==> src/rtl/oclib_ready_valid_to_async_req_ack_if.sv <==
// Handshake bundle for oclib_ready_valid_to_async_req_ack.
// The ready/valid producer side and the four-phase receiver side share one interface.
// "slave" is the bridge's own view of the bundle.
// "master" is the environment's view: it drives the producer and the receiver acknowledge.
interface oclib_ready_valid_to_async_req_ack_if #(
  parameter int Width = 8
);
  logic [Width-1:0] inData;
  logic             inValid;
  logic             inReady;
  logic [Width-1:0] outData;
  logic             outReq;
  logic             outAck;
  logic             outBusy;

  modport master (
    output inData, inValid, outAck,
    input  inReady, outData, outReq, outBusy
  );

  modport slave (
    input  inData, inValid, outAck,
    output inReady, outData, outReq, outBusy
  );
endinterface

==> src/rtl/oclib_ready_valid_to_async_req_ack.sv <==
// Bridge from a synchronous ready/valid producer to an asynchronous four-phase
// req/ack receiver. One word is in flight at a time.
//
// outData is registered at accept and is held until the next accept.
// outReq rises SetupCycles+1 cycles after accept.
// The acknowledge is only used after it passes through a SyncCycles-deep synchronizer.
module oclib_ready_valid_to_async_req_ack #(
  parameter int Width       = 8,
  parameter int SyncCycles  = 3,   // legal range 2..8
  parameter int SetupCycles = 1    // legal range 0..15
) (
  input logic                                 clock,
  input logic                                 reset,   // synchronous, active low
  oclib_ready_valid_to_async_req_ack_if.slave bus
);

  localparam logic [1:0] IDLE        = 2'd0;
  localparam logic [1:0] SETUP       = 2'd1;
  localparam logic [1:0] WAIT_ACK_HI = 2'd2;
  localparam logic [1:0] WAIT_ACK_LO = 2'd3;

  localparam bit         HasSetup  = (SetupCycles > 0);
  localparam logic [3:0] SetupLoad = (SetupCycles > 0) ? 4'(SetupCycles - 1) : 4'd0;

  logic [SyncCycles-1:0] ack_sync_q, ack_sync_d;
  logic                  ack_sync;
  logic [1:0]            state_q, state_d;
  logic [3:0]            count_q, count_d;
  logic                  out_req_q, out_req_d;
  logic [Width-1:0]      out_data_q, out_data_d;
  logic                  out_busy_q, out_busy_d;
  logic                  accept;

  // Shift the raw acknowledge into the synchronizer chain; only the last stage is used.
  always_comb begin
    ack_sync_d = {ack_sync_q[SyncCycles-2:0], bus.outAck};
  end

  assign ack_sync = ack_sync_q[SyncCycles-1];

  // Ready comes from registered state and the reset pin only, never from inValid.
  assign bus.inReady = reset && (state_q == IDLE);
  assign accept      = bus.inValid && bus.inReady;

  // Handshake sequencing: accept, setup hold, request, wait for ack high then low.
  always_comb begin
    // NOTE: every signal written here gets a default first, so no path leaves it
    // unassigned and no latch is inferred.
    state_d    = state_q;
    count_d    = count_q;
    out_req_d  = out_req_q;
    out_data_d = out_data_q;

    case (state_q)
      IDLE: begin
        if (accept) begin
          out_data_d = bus.inData;
          // A stale ack seen at accept time parks the word in SETUP with an
          // expired counter, so the request waits there until the ack drops.
          if (HasSetup || ack_sync) begin
            state_d = SETUP;
            count_d = SetupLoad;
          end else begin
            state_d   = WAIT_ACK_HI;
            out_req_d = 1'b1;
          end
        end
      end
      SETUP: begin
        if (count_q != 4'd0) begin
          count_d = count_q - 4'd1;
        end else if (!ack_sync) begin
          state_d   = WAIT_ACK_HI;
          out_req_d = 1'b1;
        end
      end
      WAIT_ACK_HI: begin
        if (ack_sync) begin
          out_req_d = 1'b0;
          state_d   = WAIT_ACK_LO;
        end
      end
      WAIT_ACK_LO: begin
        if (!ack_sync) begin
          state_d = IDLE;
        end
      end
      default: begin
        state_d   = IDLE;
        out_req_d = 1'b0;
      end
    endcase

    out_busy_d = (state_d != IDLE);
  end

  // State, synchronizer and output registers with synchronous active-low reset.
  always_ff @(posedge clock) begin
    // NOTE: flops are written with non-blocking assignments so that each one
    // samples the values from before the edge, regardless of statement order.
    if (!reset) begin
      // NOTE: the payload register is cleared on reset as well, because the
      // receiver can observe outData directly.
      ack_sync_q <= '0;
      state_q    <= IDLE;
      count_q    <= 4'd0;
      out_req_q  <= 1'b0;
      out_data_q <= '0;
      out_busy_q <= 1'b0;
    end else begin
      ack_sync_q <= ack_sync_d;
      state_q    <= state_d;
      count_q    <= count_d;
      out_req_q  <= out_req_d;
      out_data_q <= out_data_d;
      out_busy_q <= out_busy_d;
    end
  end

  assign bus.outData = out_data_q;
  assign bus.outReq  = out_req_q;
  assign bus.outBusy = out_busy_q;

endmodule

==> src/flat_wrapper.sv <==
// flat-port wrapper written by rule: the top's interface ports become plain ports
module oclib_ready_valid_to_async_req_ack_flat 
#(
  parameter int Width       = 8,
  parameter int SyncCycles  = 3,                      
  parameter int SetupCycles = 1                        
)
  (clock, reset, bus_inData, bus_inValid, bus_outAck, bus_inReady, bus_outData, bus_outReq, bus_outBusy);
  oclib_ready_valid_to_async_req_ack_if #(.Width(Width)) bus_i ();
  input logic clock;
  input logic reset;
  input wire logic [$bits(bus_i.inData)-1:0] bus_inData;
  input wire logic [$bits(bus_i.inValid)-1:0] bus_inValid;
  input wire logic [$bits(bus_i.outAck)-1:0] bus_outAck;
  output wire logic [$bits(bus_i.inReady)-1:0] bus_inReady;
  output wire logic [$bits(bus_i.outData)-1:0] bus_outData;
  output wire logic [$bits(bus_i.outReq)-1:0] bus_outReq;
  output wire logic [$bits(bus_i.outBusy)-1:0] bus_outBusy;
  assign bus_i.inData = bus_inData;
  assign bus_i.inValid = bus_inValid;
  assign bus_i.outAck = bus_outAck;
  assign bus_inReady = bus_i.inReady;
  assign bus_outData = bus_i.outData;
  assign bus_outReq = bus_i.outReq;
  assign bus_outBusy = bus_i.outBusy;
  oclib_ready_valid_to_async_req_ack #(.Width(Width), .SyncCycles(SyncCycles), .SetupCycles(SetupCycles)) u_core (.clock(clock), .reset(reset), .bus(bus_i));
endmodule
==> config.mk <==
export PLATFORM = sky130hd
export DESIGN_NAME = oclib_ready_valid_to_async_req_ack_flat
export DESIGN_NICKNAME = d
export VERILOG_FILES = /design/src/rtl/oclib_ready_valid_to_async_req_ack_if.sv /design/src/rtl/oclib_ready_valid_to_async_req_ack.sv /design/src/flat_wrapper.sv
export SDC_FILE = /design/constraint.sdc
export NUM_CORES = 1
export LEC_CHECK = 0
export CAP_MARGIN = 10
export CORE_MARGIN = 10
export CORE_UTILIZATION = 26
export DETAILED_ROUTE_END_ITERATION = 6
export GPL_TIMING_DRIVEN = 1
export PLACE_DENSITY = 0.55
export SYNTH_ARGS = -nofsm -noshare
export SYNTH_HDL_FRONTEND = slang
export SYNTH_SLANG_ARGS = --single-unit
==> constraint.sdc <==
create_clock -name clock -period 2.8 [get_ports clock]
set_input_delay 0.42 -clock clock [delete_from_list [all_inputs] [get_ports clock]]
set_output_delay 0.42 -clock clock [all_outputs]
set_load 0.02 [all_outputs]
Yosys cells after proc, flatten, opt, wreduce, memory -nomap -nowiden
Cells that the tools add are included.
{"block": "totals", "register_bits": 19, "input_bits": 12, "out_inout_bits": 11, "elab_cells": 38}
{"block": "classes", "addsub": 1, "n_eq_ne": 8, "mux": 13, "n_reduce_logical": 10}
{"cell": "2-bit two-way mux", "count": 5}
{"cell": "4-bit two-way mux", "count": 2}
{"cell": "2-bit case mux with 4 select lines", "count": 1}
{"cell": "4-bit case mux with 2 select lines", "count": 1}
{"cell": "2-bit by 1-bit != test with 1-bit output, second input constant", "count": 3}
{"cell": "2-bit nonzero test", "count": 3}
{"cell": "2-bit == test, second input constant", "count": 2}
{"cell": "2-bit != test, second input constant", "count": 2}
{"cell": "4-bit AND reduction", "count": 1}
{"cell": "4-bit nonzero test", "count": 1}
{"cell": "4-bit by 1-bit subtractor with 4-bit output, second input constant", "count": 1}
{"cell": "1-bit two-way mux", "count": 3}
{"cell": "3-bit AND reduction", "count": 1}
{"cell": "2-bit by 1-bit == test with 1-bit output, second input constant", "count": 1}
{"cell": "1-bit logical AND", "count": 2}
{"cell": "2-bit logical NOT", "count": 1}
{"cell": "1-bit case mux with 2 select lines", "count": 1}
{"cell": "2-bit AND reduction", "count": 1}

Longest topological paths before layout
{"block": "logic_depth", "word_depth": 6, "ltp_mapped": 6}

Worst setup path before layout
OpenSTA, ideal clock, no wires.
{"block": "synth_timing", "path_type": "input-to-output", "from": "input reset", "to": "output bus_inReady", "t_arrival_ps": 1424, "slack_ps": 956, "path_stages": 3, "n_path_buf": 2, "path_cell_list": "clkbuf_1 buf_2 nor3b_1"}
{"block": "synth_via", "elab_chain_len": 1}
{"item": "start, declared", "line": "flat_wrapper.sv:11", "rtl": "input logic reset;"}
{"item": "1-bit logical AND", "line": "oclib_ready_valid_to_async_req_ack.sv:42", "rtl": "assign bus.inReady = reset && (state_q == IDLE);"}
{"item": "end, declared", "line": "flat_wrapper.sv:15", "rtl": "output wire logic [$bits(bus_i.inReady)-1:0] bus_inReady;"}
No other way between the ends.

Worst setup path after layout
Same ends and word-level chain as after synthesis.

==> reports/qor.csv <==
metric,value,unit
fmax,0.4707,GHz
syn_nets,101,
synth.area.mux_share,0,
vias,660,
p_per_area,560.3,nW/um^2
die-area,5523,um^2
worst_setup_path_end_kind,output port,
cts.clk_slew.worst_paths,0.12,ns
setup_viol,0,
p_total,0.5840,mW
worst_pin_slew,0.4775,ns
postCtsSetupBuffers,0,
synth.yosys.seq_area_share,0.4959,
portBuffers,22,
cts_sinks,19,
cts_hold_buffers,0,
synth_compound_area_frac,0.1892,
synth_top_family_by_area,simple AND/OR/NAND/NOR gates,
track_usage,0.06268,
wl,1735,um
n_antenna_cell,0,
grt_pass1_vias,618,
finalNonFillerCells,141,
nets,124,
p_int,0.4124,mW
cts.repair.resized,0,
cts-htree-levels,1,
slew_violations,0,
synth-xor-area-share,0,
area_growth,35.89,%
required,2.38,ns
finalHoldViolCount,0,
dp_hpwl,1295,um
wl_per_cell,12.30,um
synth_top_cell_by_area,dfxtp_1,
ir_drop,0.2403,mV
via_per_inst,4.681,
synth_ff_type,dfxtp_1,
wl_met3,248,um
synth_area_leaders,"dfxtp_1 (50%), nand2_1 (8.3%), o21ai_0 (7.2%), buf_2 (2.6%), and2_1 (2.4%)",
antenna_found_initial,0,
finalSetupTns,0,ns
yosys_register_bits,19,
cp_max_fo,2,
period_share,0.7588,
drc,0,
die_w,74.32,um
slew_headroom,0.6809,
synth-simple-area-share,0.2284,
cp.arrival,1.70,ns
gp_congestion,0.7251,
place_inst,137,
io_pins,23,
drtAntennaViolNets,0,
clockBufferDepth,2,
maxCapViolations,0,
cts_made_buffers,3,
drt-met1-wl,779,um
highest_layer,met3,
grt_pass1_wl,2760,um
hp-class,register to register,
std_cell_rows,19,
p_switching,0.1715,mW
drive_gt1_frac,0.08182,
ys_warn_count,0,
netlist_instances,88,
dpl-instance-area,1012,um^2
clockPowerShare,0.247,
clock-root-buffer,clkbuf_4,
finClkSkew,0.007266,ns
die_y,74.32,um
core,2781,um^2
fin_area,1042,um^2
p_leak,0.3850,nW
syn_avg_cell_area,8.716,um^2
dr.pass1.iters,4,
wl_met2,707,um
syn_area,767.0,um^2
outcome,completed,
start_util,0.2758,
swShare,0.2937,
path_class,primary input to output port,
synth_fa_ha_area_frac,0.01631,
cts_tree,done,
dr.first_iter.drc_count,15,
synth_cell_types,27,
grt_start_max_net_pins,20,
synth-edff-count,0,
overflow,0,
post-route-min-period,2.125,ns
synth_top_area_frac,0.4959,
grt_setup_unrepaired,false,
p_comb_frac,0.220,
synthArstFlopShare,0,
clkLatencyLatePin,0.30,ns
power.share.sequential,0.534,
start_kind,primary input,
## power groups by stage
stage / logic (mW) / registers, mW / clock network [mW]
3_5_place_dp: 0.130 / 0.317 / 0
6_report: 0.128 / 0.312 / 0.144
2_1_floorplan: 0.0581 / 0.327 / 0
3_3_place_gp: 0.129 / 0.317 / 0
4_1_cts: 0.130 / 0.312 / 0.149
5_1_grt: 0.139 / 0.315 / 0.161
## registers in the layout (all words and copies together), names as in the netlist
| signal | flops |
|---|---|
| u_core.bus.outBusy | 1 |
| u_core.state_q | 2 |
| u_core.count_q | 4 |
| u_core.bus.outData | 8 |
| u_core.bus.outReq | 1 |
| u_core.ack_sync_q | 3 |
## cells by family (layout without fill, tap and decap cells)
| family | after synthesis | in the layout |
|---|---|---|
| AOI/OAI and AO/OA | 24 | 24 |
| DFF | 19 | 19 |
| buffers and inverters | 11 | 33 |
| and+or+nand+nor | 33 | 33 |
| adders and majority gates | 1 | 1 |
## worst max-delay path: stages
cell,delay [ns]
clkdlybuf4s50_1,0.46
nor3b_1,0.18
clkdlybuf4s50_1,0.64
## per-stage QoR
step | util | setup slack (ns) | hold slack, ns
after floorplan | - | 0.9555 | 0.4119
after global placement | 0.3639 | 0.6930 | 0.4159
after detailed placement | 0.3639 | 0.6531 | 0.4223
after CTS | 0.3747 | 0.6530 | 0.4511
after global routing | 0.3747 | 0.6309 | 0.4744
final | 0.3747 | 0.6754 | 0.4475
## cell type report
| type | count | area (um^2) |
|---|---|---|
| clock inverters | 1 | 7.507 |
| fillers | 273 | 1739 |
| clock buffers | 3 | 22.52 |
| well taps | 31 | 38.79 |
| flip-flops and latches | 19 | 380.4 |
| multi-input cells | 58 | 339.1 |
| inverters | 5 | 18.77 |
| repair buffers | 24 | 235.2 |
## Yosys cell counts, types with 2 or more instances
cell type and instances:
dfxtp_1 19, nand2_1 17, o21ai_0 11, inv_1 5
buf_2 4, a21oi_1 3, and2_1 3, a21boi_0 2
a21o_1 2, nand3_1 2, nor3b_1 2, o31ai_1 2
or3b_2 2
## worst paths after layout
path                             start                    to  slack [ns]  cells past startpoint
hold / removal    u_core.ack_sync_q[1]  u_core.ack_sync_q[2]        0.45                      1
setup / recovery                 reset           bus_inReady        0.68                      3
hold reg to reg   u_core.ack_sync_q[1]  u_core.ack_sync_q[2]        0.45                      1
setup reg to reg     u_core.count_q[0]     u_core.state_q[1]        1.34                      5
## cells in the final DEF (no fill, tap or decap), types with 2 or more instances in the layout
master and instances:
a21oi_1 3, dfxtp_1 19, clkdlybuf4s50_1 22, nand3_1 2, o21ai_0 11, nor3b_1 2, inv_1 5, a21o_1 2
clkbuf_4 3, or3b_2 2, and2_1 3, o31ai_1 2, a21boi_0 2, buf_4 2, nand2_1 17
## metal layers
layer	GRT usage	vias up
met5	0	-
met4	0.006098	0
met3	0.05718	0
met2	0.09848	24
met1	0.06341	295
li1	-	341
(Power assumes the default switching activity.)
